$ cat src/rtl/servo_pulse_decoder_pkg.sv
// Shared servo timing constants, FSM encodings and the position helper.
// Latency: n/a (declarations only). Backpressure: n/a.
// Values match the PWM generator so a loopback reproduces the control code.
package servo_pulse_decoder_pkg;

    localparam int SERVO_MIN_PULSE = 70000;
    localparam int SERVO_MAX_PULSE = 250000;
    localparam int SERVO_TIMEOUT   = 4000000;

    typedef logic [21:0] width_t;
    typedef logic [17:0] pos_t;

    localparam logic [1:0] ST_SYNC  = 2'd0;
    localparam logic [1:0] ST_ARMED = 2'd1;
    localparam logic [1:0] ST_HIGH  = 2'd2;

    // Only called on widths already known to be >= min_w, so never underflows.
    function automatic pos_t to_position(input width_t w, input width_t min_w);
        width_t diff;
        diff = w - min_w;
        return diff[17:0];
    endfunction

endpackage

$ cat src/rtl/servo_pulse_decoder_if.sv
// Pulse input and decoded result bundle between the pin side and servo control.
// Latency: n/a (wires only). Backpressure: none, results are strobes/levels.
// master = decoder, slave = consumer/stimulus driving the pin.
interface servo_pulse_decoder_if;
    import servo_pulse_decoder_pkg::*;

    logic   pwm_in;
    width_t pulse_width;
    pos_t   position;
    logic   pulse_valid;
    logic   pulse_err;
    logic   signal_lost;

    modport master (
        input  pwm_in,
        output pulse_width, position, pulse_valid, pulse_err, signal_lost
    );

    modport slave (
        output pwm_in,
        input  pulse_width, position, pulse_valid, pulse_err, signal_lost
    );

endinterface

$ cat src/rtl/servo_pulse_decoder_sync_ff.sv
// Multi-flop synchronizer for the asynchronous pulse pin, resets to 1.
// Latency: STAGES cycles. Backpressure: none.
// Reset value 1 makes the decoder treat the line as mid-pulse until it drops.
module servo_pulse_decoder_sync_ff #(
    parameter int STAGES = 2
) (
    input  logic clock,
    input  logic reset,
    input  logic d,
    output logic q
);

    logic [STAGES-1:0] ff;

    always_ff @(posedge clock) begin
        if (reset) begin
            ff <= '1;
        end else begin
            ff <= {ff[STAGES-2:0], d};
        end
    end

    assign q = ff[STAGES-1];

endmodule

$ cat src/rtl/servo_pulse_decoder.sv
// Measures servo pulse high time, validates it and recovers the position code.
// Latency: pin fall -> pulse_valid/pulse_err = SYNC_STAGES+2 cycles, constant.
// Backpressure: none; results are one-cycle strobes with held width/position.
module servo_pulse_decoder
    import servo_pulse_decoder_pkg::*;
#(
    parameter int MIN_PULSE   = SERVO_MIN_PULSE,
    parameter int MAX_PULSE   = SERVO_MAX_PULSE,
    parameter int TIMEOUT     = SERVO_TIMEOUT,
    parameter int SYNC_STAGES = 2
) (
    input  logic                  clock,
    input  logic                  reset,
    servo_pulse_decoder_if.master bus
);

    localparam width_t MIN_W = width_t'(MIN_PULSE);
    localparam width_t MAX_W = width_t'(MAX_PULSE);
    localparam width_t TO_W  = width_t'(TIMEOUT);

    logic       s_in;
    logic       s_prev;
    logic       rise;
    logic       fall;
    logic [1:0] state;
    width_t     high_cnt;
    width_t     lost_cnt;
    width_t     pend_cnt;
    logic       pend_ok;
    logic       pend_err;

    servo_pulse_decoder_sync_ff #(.STAGES(SYNC_STAGES)) u_sync (
        .clock (clock),
        .reset (reset),
        .d     (bus.pwm_in),
        .q     (s_in)
    );

    assign rise = s_in & ~s_prev;
    assign fall = ~s_in & s_prev;

    always_ff @(posedge clock) begin
        if (reset) begin
            s_prev          <= 1'b1;
            state           <= ST_SYNC;
            high_cnt        <= '0;
            lost_cnt        <= '0;
            pend_cnt        <= '0;
            pend_ok         <= 1'b0;
            pend_err        <= 1'b0;
            bus.pulse_width <= '0;
            bus.position    <= '0;
            bus.pulse_valid <= 1'b0;
            bus.pulse_err   <= 1'b0;
            bus.signal_lost <= 1'b0;
        end else begin
            s_prev   <= s_in;
            pend_ok  <= 1'b0;
            pend_err <= 1'b0;

            case (state)
                ST_SYNC: begin
                    if (!s_in) state <= ST_ARMED;
                end
                ST_ARMED: begin
                    if (rise) begin
                        state    <= ST_HIGH;
                        high_cnt <= width_t'(1);
                    end
                end
                ST_HIGH: begin
                    if (fall) begin
                        state <= ST_ARMED;
                        if (high_cnt >= MIN_W && high_cnt <= MAX_W) begin
                            pend_ok  <= 1'b1;
                            pend_cnt <= high_cnt;
                        end else begin
                            pend_err <= 1'b1;
                        end
                    end else if (high_cnt > MAX_W) begin
                        // Overlong pulse: report once, then wait for the line to drop.
                        pend_err <= 1'b1;
                        state    <= ST_SYNC;
                    end else begin
                        high_cnt <= high_cnt + width_t'(1);
                    end
                end
                default: state <= ST_SYNC;
            endcase

            if (rise) begin
                lost_cnt <= '0;
            end else if (lost_cnt != TO_W) begin
                lost_cnt <= lost_cnt + width_t'(1);
            end

            // A rising edge in the same cycle as the timeout suppresses the loss flag.
            if (!rise && lost_cnt == TO_W - width_t'(1)) begin
                bus.signal_lost <= 1'b1;
            end else if (pend_ok) begin
                bus.signal_lost <= 1'b0;
            end

            bus.pulse_valid <= pend_ok;
            bus.pulse_err   <= pend_err;
            if (pend_ok) begin
                bus.pulse_width <= pend_cnt;
                bus.position    <= to_position(pend_cnt, MIN_W);
            end
        end
    end

endmodule

$ cat src/flat_wrapper.sv
// flat-port wrapper written by rule: the top's interface ports become plain ports
module servo_pulse_decoder_flat import servo_pulse_decoder_pkg::*;
#(
    parameter int MIN_PULSE   = SERVO_MIN_PULSE,
    parameter int MAX_PULSE   = SERVO_MAX_PULSE,
    parameter int TIMEOUT     = SERVO_TIMEOUT,
    parameter int SYNC_STAGES = 2
)
  (clock, reset, bus_pwm_in, bus_pulse_width, bus_position, bus_pulse_valid, bus_pulse_err, bus_signal_lost);
  servo_pulse_decoder_if bus_i ();
  input  logic clock;
  input  logic reset;
  input wire logic [$bits(bus_i.pwm_in)-1:0] bus_pwm_in;
  output wire logic [$bits(bus_i.pulse_width)-1:0] bus_pulse_width;
  output wire logic [$bits(bus_i.position)-1:0] bus_position;
  output wire logic [$bits(bus_i.pulse_valid)-1:0] bus_pulse_valid;
  output wire logic [$bits(bus_i.pulse_err)-1:0] bus_pulse_err;
  output wire logic [$bits(bus_i.signal_lost)-1:0] bus_signal_lost;
  assign bus_i.pwm_in = bus_pwm_in;
  assign bus_pulse_width = bus_i.pulse_width;
  assign bus_position = bus_i.position;
  assign bus_pulse_valid = bus_i.pulse_valid;
  assign bus_pulse_err = bus_i.pulse_err;
  assign bus_signal_lost = bus_i.signal_lost;
  servo_pulse_decoder #(.MIN_PULSE(MIN_PULSE), .MAX_PULSE(MAX_PULSE), .TIMEOUT(TIMEOUT), .SYNC_STAGES(SYNC_STAGES)) u_core (.clock(clock), .reset(reset), .bus(bus_i));
endmodule
$ cat config.mk
export PLATFORM = sky130hd
export DESIGN_NAME = servo_pulse_decoder_flat
export DESIGN_NICKNAME = d
export VERILOG_FILES = /design/src/rtl/servo_pulse_decoder_pkg.sv /design/src/rtl/servo_pulse_decoder_if.sv /design/src/rtl/servo_pulse_decoder_sync_ff.sv /design/src/rtl/servo_pulse_decoder.sv /design/src/flat_wrapper.sv
export SDC_FILE = /design/constraint.sdc
export NUM_CORES = 1
export LEC_CHECK = 0
export BUFFER_PORTS_ARGS = -buffer_cell sky130_fd_sc_hd__buf_2
export CAP_MARGIN = 20
export CORE_AREA = 3 3 107 109
export CTS_CLUSTER_DIAMETER = 120
export DETAILED_ROUTE_END_ITERATION = 6
export DIE_AREA = 0 0 110 112
export PLACE_DENSITY = 0.62
export SETUP_SLACK_MARGIN = 0.2
export SKIP_CTS_REPAIR_TIMING = 1
export SYNTH_ARGS = -nofsm -noshare
export SYNTH_HDL_FRONTEND = slang
export SYNTH_SLANG_ARGS = --single-unit
export TNS_END_PERCENT = 50
$ cat constraint.sdc
create_clock -name clock -period 3 [get_ports clock]
set_clock_uncertainty 0.1 [all_clocks]
set_input_delay 0.9 -clock clock [delete_from_list [all_inputs] [get_ports clock]]
set_output_delay 0.9 -clock clock [all_outputs]
set_load 0.01 [all_outputs]
# Word level (Yosys, flattened, before mapping)
# Cells that the tools add are included.
[classes] n_addsub=3 magnitude_cmp=3 eq_ne=9 muxes=15 bitwise=6 reduce_logical=12
[op_table] cell="2-to-1 mux 22 bit" n=3
[op_table] cell="adder 22 x 1 -> 22 bit (second input constant)" n=2
[op_table] cell="case mux 22 bit (2 select lines)" n=1
[op_table] cell="equality test 22 bit (second input constant)" n=1
[op_table] cell="greater-or-equal comparator 22 x 17 -> 1 bit (second input constant)" n=1
[op_table] cell="greater-than comparator 22 x 18 -> 1 bit (second input constant)" n=1
[op_table] cell="less-or-equal comparator 22 x 18 -> 1 bit (second input constant)" n=1
[op_table] cell="!= test 22 bit (second input constant)" n=1
[op_table] cell="subtractor 18 x 17 -> 18 bit (second input constant)" n=1
[op_table] cell="2-to-1 mux 2 bit" n=4
[op_table] cell="2-to-1 mux 1 bit" n=6
[op_table] cell="!= test 2 bit (second input constant)" n=3
[op_table] cell="case mux 2 bit (3 select lines)" n=1
[op_table] cell="AND reduction 3 bit" n=2
[op_table] cell="NOT 1 bit" n=4
[op_table] cell="AND reduction 4 bit" n=1
[op_table] cell="nonzero test 2 bit" n=2
[op_table] cell="OR reduction 2 bit" n=2
[op_table] cell="!= test 3 x 1 -> 1 bit (second input constant)" n=1
[op_table] cell="OR reduction 3 bit" n=1
[op_table] cell="AND 1 bit" n=2
[op_table] cell="equality test 2 x 1 -> 1 bit (second input constant)" n=1
[op_table] cell="equality test 2 bit (second input constant)" n=1
[op_table] cell="logical AND 1 bit" n=2
[op_table] cell="3 further kinds" n=3
[totals] reg_bits=116 out_inout_bits=43

# Depth between registers and ports, before layout
[logic_depth] word_depth=5 depth_mapped=10 depth_no_buf=8

# Modules after synthesis
# Synthesis repeated with hierarchy kept, for this count alone.
[unflattened] hier_cells=539 area_unflattened_um2=4948.5
[modules_own_cells] mod="servo_pulse_decoder" n_inst=1 cells_each=535 area_per_inst_um2=4895.9 seq_area_each_um2=2202.1
[modules_own_cells] mod="servo_pulse_decoder_sync_ff" n_inst=1 cells_each=4 area_per_inst_um2=52.6 seq_area_each_um2=40.0

# Least setup slack after synthesis
# Ideal clock, no wire load.
[synth_path] kind="flip-flop to flip-flop" start="register u_core.high_cnt[0]" end="register u_core.high_cnt[0]" t_arrival_ps=2075 required_time_ps=2814 slack_ps=740 path_stages_with_launch=10 n_path_buf=1 period_less_slack_ps=2260 path_cell_list="dfxtp_1 -> inv_1 -> ha_1 -> nor4bb_1 -> o211ai_1 -> a21oi_2 -> a31oi_1 -> clkbuf_1 -> nor3_1 -> a211oi_1"
[synth_via] elab_chain_cells=4 elab_cells_between_ends=7
[synth_lines] item="from (decl)" line="servo_pulse_decoder.sv:26" source="width_t high_cnt;"
[synth_lines] item="from (signal assigned)" line="servo_pulse_decoder.sv:68" source="high_cnt <= width_t'(1);"
[synth_lines] item="from (signal assigned)" line="servo_pulse_decoder.sv:85" source="high_cnt <= high_cnt + width_t'(1);"
[synth_lines] item="adder 22 x 1 -> 22 bit" line="servo_pulse_decoder.sv:85"
[synth_lines] item="2-to-1 mux 22 bit" line="servo_pulse_decoder.sv:80" source="end else if (high_cnt > MAX_W) begin"
[synth_lines] item="2-to-1 mux 22 bit" line="servo_pulse_decoder.sv:72" source="if (fall) begin"
[synth_lines] item="case mux 22 bit (2 select lines)" line="servo_pulse_decoder.sv:61" source="case (state)"
# Several ways; a longest one is shown, not always the timed one. The select of a mux whose other input is x is not followed.
# A chain may end at the register's enable or synchronous reset.

# Worst setup path in the final report
[layout_path] start="register u_core.high_cnt[0]" end="register u_core.pend_cnt[0]"
[layout_via] elab_chain_cells=3 elab_cells_between_ends=4
[layout_lines] item="greater-or-equal comparator 22 x 17 -> 1 bit or less-or-equal comparator 22 x 18 -> 1 bit (tied branches)" line="servo_pulse_decoder.sv:74" source="if (high_cnt >= MIN_W && high_cnt <= MAX_W) begin"
[layout_lines] item="logical AND 1 bit" line="servo_pulse_decoder.sv:74"
[layout_lines] item="AND reduction 3 bit (no source line)"
[layout_lines] item="to (signal assigned)" line="servo_pulse_decoder.sv:76" source="pend_cnt <= high_cnt;"
[layout_lines] item="to (decl)" line="servo_pulse_decoder.sv:28" source="width_t pend_cnt;"
# Several ways; a longest one is shown, not always the timed one.

==> run summary <==
The flow ran to the end, and the final reports show no timing, DRC or antenna violations. The fraction of synthesized cell area in xor and xnor cells came out at 6.02%. TritonCTS built the clock tree. The first-pass iteration count of the detailed router is 4. The dominant cell by count in the synthesized netlist was sky130_fd_sc_hd__dfxtp_1. Clock latency on the worst-skew pair, taken at its later pin, is 370 ps. By area the synthesized netlist is led by sky130_fd_sc_hd__dfxtp_1, sky130_fd_sc_hd__mux2i_1, sky130_fd_sc_hd__nor2_1. The tools report the number of global-route vias before repair as 3475.

The global route total overflow was 0; the number of endpoints failing setup at the final stage was 0. The number of cells produced by synthesis came out at 507. Synthesis produced a netlist with a net count of 515. Mean routed wirelength per cell: 13.7 µm.

In this run the power density over the cells is 488 nW/µm². The count of flip-flops with a built-in enable after synthesis works out to 0. The setup path with the least slack is of type reg2reg. For the filler cell count in the final layout, the log shows 1026. The residual antenna-violating net count after detailed routing is 0. The worst max-slew margin expressed relative to the limit is 62.0%, and the register bit count reported by yosys is 112.

After synthesis, the most frequently instantiated cells are sky130_fd_sc_hd__dfxtp_1, sky130_fd_sc_hd__nor2_1, sky130_fd_sc_hd__mux2i_1. The number of antenna repair diodes was 0; the post-route clock period utilization was 82.9%. The wire length of the first global-routing pass was 16400 µm; the average vias per placed instance was 5.14.

After the last flow step, the layout net total stands at 552. The tools report the library cell used as clock root buffer as sky130_fd_sc_hd__clkbuf_8. For the finished layout, the period the worst path requires is 2490 ps.

Yosys mapped the design onto 48 distinct sky130hd cell types. CTS built an H-tree with a depth of 3. The top cell type by area accounts for 48.1% of the synthesized area. For this run, the number of Yosys warnings is 0.

The run gives 0 as the initial antenna violation count. Entering global routing, the biggest net connects 33 pins. Class of the tightest hold or removal check: reg2reg. The tools report the type of element launching the critical path as a flip-flop.

The count of endpoints failing hold in the final timing report is 0. The synthesized-area fraction occupied by and/or/nand/nor cells is 22.6%. For the max-slew violation count, the log shows 0. The floorplan step defined a die boundary enclosing 12300 µm².

The fraction of the mapped netlist area in compound gates is 8.67%. Summed over all layers, the routed wires come to 9430 µm. Along the worst path, the maximum fanout reaches 19. The DRC violation count after routing came out at 0. Startpoint of the most critical hold path: u_core.u_sync.ff[0]. Layout-stage area growth over the synthesis result: 11.9%.

The number of sinks handled by clock tree synthesis was 112; the post-layout utilization of the core was 48.7%. The tools report the arrival time at the worst endpoint as 2630 ps. Final hold analysis gives a worst-case slack of 324 ps.

Max-cap violations in this run came to 0. The logs give 46 for the count of pins on the block boundary and 6710 µm for the total half-perimeter wirelength after legalization and detailed placement. Setup repair after global routing left no endpoint under its margin. The main combinational cell family by area after synthesis is simple AND/OR/NAND/NOR gates. The share of flip-flops with an asynchronous set or reset after synthesis was 0%.

The total placed instance area is 4990 µm², and the highest ir drop seen on vdd is 0.296 mV. Summed over all failing endpoints, the final setup total negative slack is 0 ps. The total area inside the core boundary comes to 10700 µm². After clock tree synthesis, the clock-pin slew on the worst setup and hold paths is 100 ps. The highest clock rate is 402 MHz. The design area was 5220 µm²; the number of buffers on the longest clock path was 2. From left edge to right edge, the die measures 110 µm. The routability-driven placement congestion ratio was 0.846; the sequential share of the synthesized area was 48.1%. The first routing iteration left 180 violations. The post-synthesis instance area was 4660 µm²; the count of placed standard cells including taps was 673.

Cell taking the most area after synthesis: sky130_fd_sc_hd__dfxtp_1. Total leakage power: 1.89 nW. The starting utilization of the core area was 43.6%. Sort of element at the end of the critical path: a flip-flop. The routed layout has 3544 vias. Summing the areas of all fa, ha and maj instances in the mapped netlist gives 1.34% of the synthesized area. During placement, the flow inserted port buffers numbering 45. Data on the critical path is required at its endpoint by 3140 ps.

The initialized floorplan defines 38 standard-cell rows. Of the post-synthesis cell area, the part taken by muxes is 9.88%. The worst flop-to-flop path startpoint is u_core.high_cnt[0]. The share of cells above drive strength 1 is 14.8%.

The critical path starts at u_core.high_cnt[0]. The number of clock buffers added by TritonCTS is 9. The vertical die dimension is 112 µm, and the global routing usage summed across all routing layers is 16.6%. In the synthesized netlist the dominant register cell turns out to be sky130_fd_sc_hd__dfxtp_1. After synthesis, the mean cell area works out to 9.19 µm². At the pin with the least slew margin, the transition time is 570 ps. The final instance count without filler cells came out at 689.
power by group:
part / switching, mW / internal (mW) / total, mW
Combinational: 0.0363 / 0.0148 / 0.0511
Clock: 0.514 / 0.481 / 0.995
Sequential: 0.00697 / 1.49 / 1.50
Total: 0.557 / 1.99 / 2.54
layer usage:
layer  up-vias  GRT usage (%)  wire length [µm]
li1       1820              -                 -
met1      1671           21.4              4550
met2        41           27.5              4460
met3        12           2.43               238
met4         0           7.07               184
met5         -              0                 0
final timing paths:
kind | endpoint | slack [ps] | depth (start not counted)
worst max-delay path | u_core.pend_cnt[0] | 510 | 9
worst min-delay path | u_core.u_sync.ff[1] | 320 | 1
worst max register to register | u_core.pend_cnt[0] | 510 | 9
worst min register to register | u_core.u_sync.ff[1] | 320 | 1
cells in the final DEF, fill, tap and decap left out, types with 9 or more instances in the layout:
cell type / count
sky130_fd_sc_hd__o21ai_0: 11
sky130_fd_sc_hd__clkbuf_8: 9
sky130_fd_sc_hd__nor2_1: 97
sky130_fd_sc_hd__or3_1: 12
sky130_fd_sc_hd__xnor2_1: 12
sky130_fd_sc_hd__nand2_1: 24
sky130_fd_sc_hd__dfxtp_1: 111
sky130_fd_sc_hd__xor2_1: 20
sky130_fd_sc_hd__a21oi_1: 24
sky130_fd_sc_hd__mux2i_1: 46
sky130_fd_sc_hd__nor3_1: 10
sky130_fd_sc_hd__nand3_1: 13
sky130_fd_sc_hd__inv_1: 10
sky130_fd_sc_hd__buf_2: 45
sky130_fd_sc_hd__nand4_1: 12
worst max-delay path: stages (launching register included):
cell	delay, ps
sky130_fd_sc_hd__dfxtp_1	360
sky130_fd_sc_hd__inv_1	100
sky130_fd_sc_hd__ha_1	140
sky130_fd_sc_hd__nor4bb_1	210
sky130_fd_sc_hd__o211ai_1	190
sky130_fd_sc_hd__a21oi_2	310
sky130_fd_sc_hd__nor4b_2	260
sky130_fd_sc_hd__buf_4	370
sky130_fd_sc_hd__mux2i_1	250
sky130_fd_sc_hd__nor2_1	60
layout make-up:
type	instances	area, µm²	area share [%]
Multi-Input combinational cell	360	2260	43.4
Clock inverter	7	100	1.92
Clock buffer	9	124	2.38
Sequential cell	112	2240	43.0
Inverter	10	37.5	0.720
Timing Repair Buffer	51	270	5.18
Tap cell	140	175	3.36
per-stage QoR:
step | setup slack [ps] | total power [mW]
floorplan | 740 | 1.57
global placement | 656 | 1.58
detailed placement | 531 | 1.58
CTS | 511 | 2.58
global route | 258 | 2.65
finish | 514 | 2.54
flip-flops by register name (all words and copies together), names as in the netlist, 2 cells and up:
name and cells:
u_core.bus.pulse_width 18, u_core.u_sync.ff 2, u_core.state 2, u_core.high_cnt 22, u_core.pend_cnt 22, u_core.lost_cnt 22
u_core.bus.position 18
cells by family (layout without fill, tap and decap cells):
| logic type | Yosys count | count (layout) |
|---|---|---|
| and+or+nand+nor | 213 | 213 |
| DFF | 112 | 112 |
| AOI/OAI and AO/OA | 64 | 64 |
| muxes | 46 | 46 |
| buffers and inverters | 35 | 77 |
| xor gates and xnor gates | 32 | 32 |
| adders and majority gates | 5 | 5 |
Power figures use the tool's default switching activity.
